File: config.mk
export PLATFORM = sky130hd
export DESIGN_NAME = pid_multi
export DESIGN_NICKNAME = d
export VERILOG_FILES = /design/src/rtl/pid_multi.sv
export SDC_FILE = /design/constraint.sdc
export NUM_CORES = 1
export LEC_CHECK = 0
export CAP_MARGIN = 20
export CELL_PAD_IN_SITES_DETAIL_PLACEMENT = 0
export CELL_PAD_IN_SITES_GLOBAL_PLACEMENT = 1
export CORE_UTILIZATION = 40
export DETAILED_ROUTE_END_ITERATION = 8
export DONT_BUFFER_PORTS = 1
export HOLD_SLACK_MARGIN = 0.12
export PLACE_DENSITY_LB_ADDON = 0.12
export SETUP_SLACK_MARGIN = 0.3
export SLEW_MARGIN = 20
export SYNTH_ARGS = -nofsm -noshare
export SYNTH_HDL_FRONTEND = slang
export SYNTH_SLANG_ARGS = --single-unit
File: constraint.sdc
create_clock -name clk -period 16 [get_ports clk]
set_input_delay 4 -clock clk [delete_from_list [all_inputs] [get_ports clk]]
set_output_delay 4 -clock clk [all_outputs]
set_load 0.02 [all_outputs]
File: src/rtl/pid_multi.sv
// Time-multiplexed N-channel fixed-point PID with one shared saturating multiplier.
// Optional derivative path is compiled in when the PID_DERIV_EN macro is defined.
module pid_multi #(
    parameter int D_WIDTH = 16,
    parameter int Q_BITS  = 13,
    parameter int N_CH    = 4,
    parameter int LIM_MAX = 1 << 12,
    parameter int LIM_MIN = -(1 << 12),
    localparam int unsigned CH_W = (N_CH > 1) ? $clog2(N_CH) : 1
) (
    input  logic                      clk,
    input  logic                      rstb,
    input  logic                      cfg_we,
    input  logic [CH_W-1:0]           cfg_ch,
    input  logic [1:0]                cfg_addr,
    input  logic signed [D_WIDTH-1:0] cfg_data,
    input  logic                      in_valid,
    output logic                      in_ready,
    input  logic [CH_W-1:0]           in_ch,
    input  logic signed [D_WIDTH-1:0] target,
    input  logic signed [D_WIDTH-1:0] measurement,
    output logic                      out_valid,
    output logic [CH_W-1:0]           out_ch,
    output logic signed [D_WIDTH-1:0] out,
    output logic                      out_sat
);

    localparam int unsigned PW     = 2 * D_WIDTH;
    localparam int unsigned EW     = D_WIDTH + 1;
    localparam int unsigned SW     = D_WIDTH + 2;
    localparam int unsigned N_CH_U = N_CH;

    localparam logic signed [D_WIDTH-1:0] D_MAX  = {1'b0, {(D_WIDTH-1){1'b1}}};
    localparam logic signed [D_WIDTH-1:0] D_MIN  = {1'b1, {(D_WIDTH-1){1'b0}}};
    localparam logic signed [SW-1:0]      LIM_HI = SW'(LIM_MAX);
    localparam logic signed [SW-1:0]      LIM_LO = SW'(LIM_MIN);

    typedef enum logic [2:0] {
        S_IDLE,
        S_ERR,
        S_P,
        S_I,
`ifdef PID_DERIV_EN
        S_D,
`endif
        S_SUM
    } state_t;

    // Saturate a wide signed value into the data width.
    function automatic logic signed [D_WIDTH-1:0] sat_d(input logic signed [PW-1:0] x);
        if (x > PW'(D_MAX)) begin
            return D_MAX;
        end else if (x < PW'(D_MIN)) begin
            return D_MIN;
        end
        return D_WIDTH'(x);
    endfunction

    // Clamp into the output/integrator window.
    function automatic logic signed [SW-1:0] clamp_lim(input logic signed [SW-1:0] x);
        if (x > LIM_HI) begin
            return LIM_HI;
        end else if (x < LIM_LO) begin
            return LIM_LO;
        end
        return x;
    endfunction

    state_t state, state_nxt;

    logic cfg_en, accept, ld_err, ld_p, ld_i, done;
`ifdef PID_DERIV_EN
    logic ld_d;
`endif

    logic signed [D_WIDTH-1:0] kp    [N_CH];
    logic signed [D_WIDTH-1:0] ki    [N_CH];
    logic signed [D_WIDTH-1:0] integ [N_CH];
`ifdef PID_DERIV_EN
    logic signed [D_WIDTH-1:0] kd       [N_CH];
    logic signed [D_WIDTH-1:0] prev_err [N_CH];
`endif

    logic [CH_W-1:0]           ch_q;
    logic signed [D_WIDTH-1:0] tgt_q, meas_q, err_q, p_q, inew_q;
`ifdef PID_DERIV_EN
    logic signed [D_WIDTH-1:0] d_q;
`endif

    logic [CH_W-1:0]           ch_in_c;
    logic                      cfg_ch_ok;
    logic signed [EW-1:0]      err_wide;
    logic signed [D_WIDTH-1:0] err_c;
    logic signed [D_WIDTH-1:0] mul_a, mul_b, mul_res;
    logic signed [PW-1:0]      prod;
    logic signed [EW-1:0]      integ_sum;
    logic signed [D_WIDTH-1:0] inew_c;
    logic signed [D_WIDTH-1:0] d_val;
    logic signed [SW-1:0]      sum_c;
    logic signed [D_WIDTH-1:0] out_c;
    logic                      sat_hi, sat_lo, keep_integ;
`ifdef PID_DERIV_EN
    logic signed [EW-1:0]      diff_wide;
    logic signed [D_WIDTH-1:0] diff_c;
`endif

    // Out-of-range request channels alias to channel 0; out-of-range cfg writes are dropped.
    assign ch_in_c   = (32'(in_ch) < N_CH_U) ? in_ch : '0;
    assign cfg_ch_ok = (32'(cfg_ch) < N_CH_U);

    // State register.
    always_ff @(posedge clk or negedge rstb) begin
        if (!rstb) begin
            state <= S_IDLE;
        end else begin
            state <= state_nxt;
        end
    end

    // Next-state logic; a cfg strobe in IDLE blocks acceptance.
    always_comb begin
        state_nxt = state;
        case (state)
            S_IDLE: if (in_valid && !cfg_we) state_nxt = S_ERR;
            S_ERR:  state_nxt = S_P;
            S_P:    state_nxt = S_I;
`ifdef PID_DERIV_EN
            S_I:    state_nxt = S_D;
            S_D:    state_nxt = S_SUM;
`else
            S_I:    state_nxt = S_SUM;
`endif
            S_SUM:  state_nxt = S_IDLE;
            default: state_nxt = S_IDLE;
        endcase
    end

    // Per-state control strobes.
    always_comb begin
        in_ready = 1'b0;
        cfg_en   = 1'b0;
        accept   = 1'b0;
        ld_err   = 1'b0;
        ld_p     = 1'b0;
        ld_i     = 1'b0;
        done     = 1'b0;
`ifdef PID_DERIV_EN
        ld_d     = 1'b0;
`endif
        case (state)
            S_IDLE: begin
                in_ready = !cfg_we;
                cfg_en   = cfg_we && cfg_ch_ok;
                accept   = in_valid && !cfg_we;
            end
            S_ERR:  ld_err = 1'b1;
            S_P:    ld_p   = 1'b1;
            S_I:    ld_i   = 1'b1;
`ifdef PID_DERIV_EN
            S_D:    ld_d   = 1'b1;
`endif
            S_SUM:  done   = 1'b1;
            default: ;
        endcase
    end

    assign err_wide = EW'(tgt_q) - EW'(meas_q);
    assign err_c    = sat_d(PW'(err_wide));

`ifdef PID_DERIV_EN
    assign diff_wide = EW'(err_q) - EW'(prev_err[ch_q]);
    assign diff_c    = sat_d(PW'(diff_wide));
`endif

    // Shared multiplier operand select.
    always_comb begin
        mul_a = kp[ch_q];
        mul_b = err_q;
        case (state)
            S_I: mul_a = ki[ch_q];
`ifdef PID_DERIV_EN
            S_D: begin
                mul_a = kd[ch_q];
                mul_b = diff_c;
            end
`endif
            default: ;
        endcase
    end

    assign prod    = PW'(mul_a) * PW'(mul_b);
    assign mul_res = sat_d(prod >>> Q_BITS);

    assign integ_sum = EW'(integ[ch_q]) + EW'(mul_res);
    assign inew_c    = D_WIDTH'(clamp_lim(SW'(integ_sum)));

`ifdef PID_DERIV_EN
    assign d_val = d_q;
`else
    assign d_val = '0;
`endif

    // Final sum, clamp and conditional-integration decision.
    assign sum_c      = SW'(p_q) + SW'(inew_q) + SW'(d_val);
    assign out_c      = D_WIDTH'(clamp_lim(sum_c));
    assign sat_hi     = (sum_c > LIM_HI);
    assign sat_lo     = (sum_c < LIM_LO);
    assign keep_integ = !((sat_hi && (inew_q > integ[ch_q])) ||
                          (sat_lo && (inew_q < integ[ch_q])));

    // Iteration pipeline registers and result port.
    always_ff @(posedge clk or negedge rstb) begin
        if (!rstb) begin
            ch_q      <= '0;
            tgt_q     <= '0;
            meas_q    <= '0;
            err_q     <= '0;
            p_q       <= '0;
            inew_q    <= '0;
`ifdef PID_DERIV_EN
            d_q       <= '0;
`endif
            out_valid <= 1'b0;
            out_ch    <= '0;
            out       <= '0;
            out_sat   <= 1'b0;
        end else begin
            if (accept) begin
                ch_q   <= ch_in_c;
                tgt_q  <= target;
                meas_q <= measurement;
            end
            if (ld_err) err_q  <= err_c;
            if (ld_p)   p_q    <= mul_res;
            if (ld_i)   inew_q <= inew_c;
`ifdef PID_DERIV_EN
            if (ld_d)   d_q    <= mul_res;
`endif
            out_valid <= done;
            if (done) begin
                out     <= out_c;
                out_sat <= sat_hi || sat_lo;
                out_ch  <= ch_q;
            end
        end
    end

    // Gain registers, written by the host only while idle.
    always_ff @(posedge clk or negedge rstb) begin
        if (!rstb) begin
            for (int i = 0; i < N_CH; i++) begin
                kp[i] <= '0;
                ki[i] <= '0;
`ifdef PID_DERIV_EN
                kd[i] <= '0;
`endif
            end
        end else if (cfg_en) begin
            case (cfg_addr)
                2'd0: kp[cfg_ch] <= cfg_data;
                2'd1: ki[cfg_ch] <= cfg_data;
`ifdef PID_DERIV_EN
                2'd2: kd[cfg_ch] <= cfg_data;
`endif
                default: ;
            endcase
        end
    end

    // Per-channel controller state: updated at SUM, cleared by cfg address 3.
    always_ff @(posedge clk or negedge rstb) begin
        if (!rstb) begin
            for (int i = 0; i < N_CH; i++) begin
                integ[i] <= '0;
`ifdef PID_DERIV_EN
                prev_err[i] <= '0;
`endif
            end
        end else begin
            if (done) begin
`ifdef PID_DERIV_EN
                prev_err[ch_q] <= err_q;
`endif
                if (keep_integ) integ[ch_q] <= inew_q;
            end
            if (cfg_en && (cfg_addr == 2'd3)) begin
                integ[cfg_ch] <= '0;
`ifdef PID_DERIV_EN
                prev_err[cfg_ch] <= '0;
`endif
            end
        end
    end

endmodule

==> flow_metrics.py, run 1 <==
metrics = {
    "synth": {
        "syn_area_mm2": 0.0255,
        "avgSynthCellArea_um2": 10.3,
        "ys_seq_elements": 297,
        "async_flop_share_pct": 100,
        "ys_warn_count": 0,
        "synth_nets": 2938,
        "synth_flop_cell": "dfrtp_1",
        "synthCells": 2473,
        "ys_types": 75,
        "synth_edf_count": 0,
        "yosysSeqAreaShare_pct": 29.2,
    },
    "clock_network": {
        "cts.clk_slew.worst_paths_ps": 60,
        "cts_tree": "yes",
        "clk_path_buf_depth": 3,
        "numCtsBuffers": 34,
        "clkSinkCount": 297,
        "htree_levels": 2,
        "ctsHoldBuffers": 0,
        "insertion_delay_ps": 540,
        "post_cts_buffers": 0,
        "post_cts_resized": 0,
        "cts_root_buffer": "clkbuf_16",
    },
    "layout": {
        "final_common_cell": "inv_1",
        "drive_gt1_share_pct": 13.4,
        "layout_common_cells": "inv_1, nand2_1, dfrtp_1",
        "area_growth_pct": 7.58,
        "multi_input_area_mm2": 0.0163,
        "fin_nets": 2879,
        "seq_area_mm2": 0.00744,
        "fill_cells": 6089,
        "n_antenna_cell": 0,
    },
    "drt": {
        "vias_per_cell": 5.37,
        "vias": 17600,
        "drt_first_pass_iters": 6,
        "antenna_left": 0,
        "routed_wl_um": 67600,
        "drt_iter0_markers": 943,
        "route.detailed.drc": 0,
        "wire_per_inst_um": 20.6,
    },
    "critical_path": {
        "cpPeakStageDelay_ps": 790,
        "crit_start": "state[2]",
        "critical-path-slowest-cell": "a311oi_1",
        "crit_path_start_kind": "flop",
        "crit_type": "reg -> reg",
        "path_max_fanout": 32,
        "cpMostUsedCell": "fa_1",
        "endpoint_kind": "flop",
        "crit_required_ps": 16450,
        "cp.arrival_ps": 12820,
        "r2r_start": "state[2]",
    },
    "timing": {
        "relSlewSlack_pct": 22.6,
        "fin_ws_ps": 3640,
        "rsz0062_at_grt": "no",
        "setup_tns_ps": 0,
        "fin_crit_ps": 12360,
        "tightest_slew_ps": 1160,
        "finalSetupViolCount": 0,
        "drv_slew": 0,
        "clock-skew-final_ps": 16.3,
        "final_hold_viol_count": 0,
        "post-route-period-util_pct": 77.3,
        "max_freq_ghz": 0.0809,
    },
    "global_routing": {
        "grt_max_degree": 298,
        "grt_pass1_wl_um": 108000,
        "grt_pass1_vias": 18900,
        "grtUsageTotal_pct": 21.9,
        "grt_overflow_total": 0,
        "antenna_found_initial": 2,
    },
    "floorplan": {
        "dieArea_mm2": 0.0647,
        "fp.dieH_um": 254,
        "std_cell_rows": 92,
        "coreArea_mm2": 0.0630,
        "initial_utilization_pct": 40.5,
        "die_w_um": 254,
        "ios": 79,
    },
    "place": {
        "dp_hpwl_um": 49300,
        "pre_cts_ws_ps": 3580,
        "place.gp.congestion": 0.836,
        "port_buffers": 0,
    },
    "hold_path": {
        "min-delay-start": "ki[57]",
        "hold_class": "reg -> reg",
    },
    "run_status": {
        "status": "complete, no violations",
    },
    "job": {
        "cap_violations": 0,
    },
}
[cell type report]
type | instances | area share, %
multi-input cells | 1712 | 59.5
inverters | 354 | 4.85
repair buffers | 15 | 0.411
flip-flops and latches | 297 | 27.1
well taps | 846 | 3.86
clock inverters | 12 | 0.584
clock buffers | 50 | 3.62
[sequential cells by signal, summed over array words and instances, names as in the netlist]
name,count
out_valid,1
p_q,16
err_q,16
ch_q,2
meas_q,16
state,3
out_sat,1
out,16
out_ch,2
inew_q,16
kp,64
tgt_q,16
ki,64
integ,64
[worst paths after layout]
kind                       slack [ps]  cells past startpoint         to
setup / recovery                 3640                     39  inew_q[5]
hold / removal                    500                      1     ki[57]
setup reg to reg                 3640                     39  inew_q[5]
hold reg to reg                   500                      1     ki[57]
max in group asynchronous       11890                      0   err_q[0]
min in group asynchronous        3160                      0  out_valid
[worst max-delay path: cells and delay by family (launching register included)]
family / cells / cell delay, ps
AOI/OAI and AO/OA: 14 / 4160
adders and majority gates: 9 / 3800
and+or+nand+nor: 9 / 2470
buffers and inverters: 7 / 1300
DFF: 1 / 540
[metrics by stage]
stage	cell area [um^2]	std cells	utilization, %	hold WS (ps)
floorplan	25500	2473	-	474
global placement	26200	3224	41.7	482
detailed placement	26200	3224	41.7	487
CTS	27400	3286	43.5	501
global route	27400	3286	43.5	515
finish	27400	3286	43.5	501
[layer usage]
metal	GRT usage, %	vias to the layer above	wire length, um
li1	-	8088	-
met1	31.7	9246	32900
met2	35.2	252	31400
met3	2.69	59	2290
met4	4.58	0	992
met5	0	-	0
[Yosys cell counts (all sizes together) (6+ instances only)]
cell type | number | area (um^2)
inv | 353 | 1330
nand2 | 298 | 1120
dfrtp | 297 | 7430
fa | 264 | 5290
mux2 | 178 | 2010
ha | 143 | 1790
and2 | 108 | 676
o21ai | 94 | 474
clkbuf | 90 | 338
nand3 | 80 | 400
a21oi | 67 | 335
nor2 | 54 | 203
mux4 | 48 | 1080
o211ai | 42 | 315
a21o | 38 | 285
xnor2 | 37 | 324
nor2b | 26 | 163
o21a | 25 | 188
nor3 | 24 | 125
xor2 | 21 | 184
buf | 20 | 106
nand2b | 19 | 119
a21boi | 15 | 113
o31ai | 11 | 101
nand4 | 10 | 62.6
and3 | 8 | 50.1
nand3b | 8 | 60.1
nor3b | 8 | 60.1
a211oi | 6 | 50.1
a31oi | 6 | 43.8
[logic make-up after synthesis]
kind of cell    count (synthesis)  share of synthesized area (%)
simple gates                  669                           12.7
buf+inv                       464                           6.96
fa+ha+maj                     407                           27.8
compound gates                347                           9.05
flops                         297                           29.2
mux                           231                           12.3
xor+xnor                       58                           1.99
Power of run 1 is not shown: default switching activity piles up to over one toggle a cycle in this logic, so the estimate is an artifact.
==> run 2: changes to the inputs <==
==> constraint.sdc (replaced) <==
create_clock -name clk -period 11 [get_ports clk]
set_input_delay 2.75 -clock clk [delete_from_list [all_inputs] [get_ports clk]]
set_output_delay 2.75 -clock clk [all_outputs]
set_load 0.02 [all_outputs]
==> run 2 against run 1 <==
Compared with the run above:
- wire length increased by 1.9%
- die area did not move
- global-route usage rose by 0.25 points
==> flow_metrics.py, run 2 (synthesis gave the netlist of run 1 again) <==
metrics = {
    "critical_path": {
        "r2r_start": "ch_q[0]",
        "cp_top_family": "adder cells",
        "worst-path-buf-inv": 8,
        "cp.arrival_ps": 10720,
        "path_max_fanout": 11,
        "crit_type": "reg -> reg",
        "crit_required_ps": 11470,
        "endpoint_kind": "flop",
        "crit_start": "ch_q[0]",
        "rr_worst_depth": 40,
        "cpMostUsedCell": "fa_1",
        "cpPeakStageDelay_ps": 600,
        "rrSetupSlack_ps": 760,
        "reg2reg_to": "inew_q[8]",
        "worst-path-stages": 40,
        "critical-path-slowest-cell": "or4b_2",
        "crit_path_start_kind": "flop",
        "endpoint": "inew_q[8]",
    },
    "clock_network": {
        "cts.clk_slew.worst_paths_ps": 60,
        "cts_root_buffer": "clkbuf_16",
        "clk_path_buf_depth": 3,
        "ctsHoldBuffers": 0,
        "cts_tree": "yes",
        "htree_levels": 2,
        "clkSinkCount": 297,
        "numCtsBuffers": 36,
        "insertion_delay_ps": 560,
    },
    "drt": {
        "m1WireLength_um": 32200,
        "drt_iter0_markers": 936,
        "vias_per_cell": 5.35,
        "routed_wl_um": 68900,
        "top_layer_used": "met4",
        "antenna_left": 0,
        "wire_per_inst_um": 20.6,
        "met2_length_um": 32400,
        "vias": 17900,
        "route.detailed.drc": 0,
        "wl_met3_um": 3050,
        "drt_first_pass_iters": 5,
    },
    "layout": {
        "fin_nets": 2943,
        "area_growth_pct": 10.4,
        "final_common_cell": "inv_1",
        "layout_common_cells": "inv_1, dfrtp_1, nand2_1",
        "drive_gt1_share_pct": 16.8,
        "design_area_mm2": 0.0281,
        "reg.largest.list": "integ (64), ki (64), kp (64)",
        "final_cells": 3347,
        "n_antenna_cell": 0,
        "fill_cells": 6003,
    },
    "global_routing": {
        "grt_pass1_wl_um": 110000,
        "grt_max_degree": 298,
        "grt_overflow_total": 0,
        "grt_pass1_vias": 19100,
        "grtUsageTotal_pct": 22.2,
        "antenna_found_initial": 0,
    },
    "job": {
        "cap_violations": 0,
    },
    "place": {
        "place.gp.congestion": 0.857,
        "dp_hpwl_um": 51200,
        "dp.cells": 3276,
        "port_buffers": 0,
        "dpl-instance-area_mm2": 0.0267,
    },
    "floorplan": {
        "coreArea_mm2": 0.0630,
        "fp.dieH_um": 254,
        "ios": 79,
        "dieArea_mm2": 0.0647,
        "die_w_um": 254,
        "std_cell_rows": 92,
        "initial_utilization_pct": 40.5,
    },
    "timing": {
        "tightest_slew_ps": 1080,
        "clock-skew-final_ps": 25.9,
        "post-route-period-util_pct": 93.1,
        "max_freq_ghz": 0.0976,
        "fin_crit_ps": 10240,
        "relSlewSlack_pct": 28.3,
        "drv_slew": 0,
        "setup_tns_ps": 0,
        "finalSetupViolCount": 0,
        "final_hold_viol_count": 0,
        "rsz0062_at_grt": "no",
    },
    "run_status": {
        "status": "complete, no violations",
    },
    "hold_path": {
        "hold_class": "reg -> reg",
    },
}
==> run 2: cell count changes in the layout (fill, tap and decap cells not counted), moves of 3 or more <==
cell	delta
a21oi_1	-3
a21oi_2	+3
buf_12	+4
buf_4	+53
buf_6	+4
clkbuf_1	+3
fa_1	-3
fa_2	+3
nand2_1	-9
nand2_2	+7
==> run 2: area by class of cell <==
| class | count | area [um^2] | area share, % |
|---|---|---|---|
| Clock buffer | 53 | 1020 | 3.64 |
| Multi-Input combinational cell | 1712 | 16500 | 58.7 |
| Timing Repair Buffer | 77 | 651 | 2.31 |
| Inverter | 354 | 1330 | 4.73 |
| Sequential cell | 297 | 7440 | 26.5 |
| Clock inverter | 8 | 98.8 | 0.351 |
| Tap cell | 846 | 1060 | 3.76 |
==> run 2: per-layer routing <==
layer	vias up	GRT usage [%]
met4	0	4.70
li1	8210	-
met3	82	3.74
met1	9313	30.9
met2	312	36.2
met5	-	0
==> run 2: worst min-delay path by stage <==
stage / depth (start not counted) / from / end
4_1_cts: 1 / kp[31] / kp[31]
3_5_place_dp: 1 / kp[31] / kp[31]
5_1_grt: 1 / kp[15] / kp[15]
6_report: 1 / kp[31] / kp[31]
3_3_place_gp: 1 / ki[46] / ki[46]
2_1_floorplan: 1 / ki[16] / ki[16]
==> run 2: repair_timing <==
item,in CTS,in global routing
buffers inserted,5,5
pin swaps,0,9
gates resized for setup,3,47
setup endpoints to repair,12,16
==> run 2: stage by stage <==
| stage | utilization, % | hold WS, ps | worst slack (ps) |
|---|---|---|---|
| after floorplan | - | 474 | 533 |
| after global placement | 42.3 | 482 | 247 |
| after detailed placement | 42.3 | 487 | 128 |
| after CTS | 44.3 | 501 | 331 |
| after global routing | 44.7 | 516 | 272 |
| final | 44.7 | 500 | 757 |
Power of run 2 is left out for the same reason.
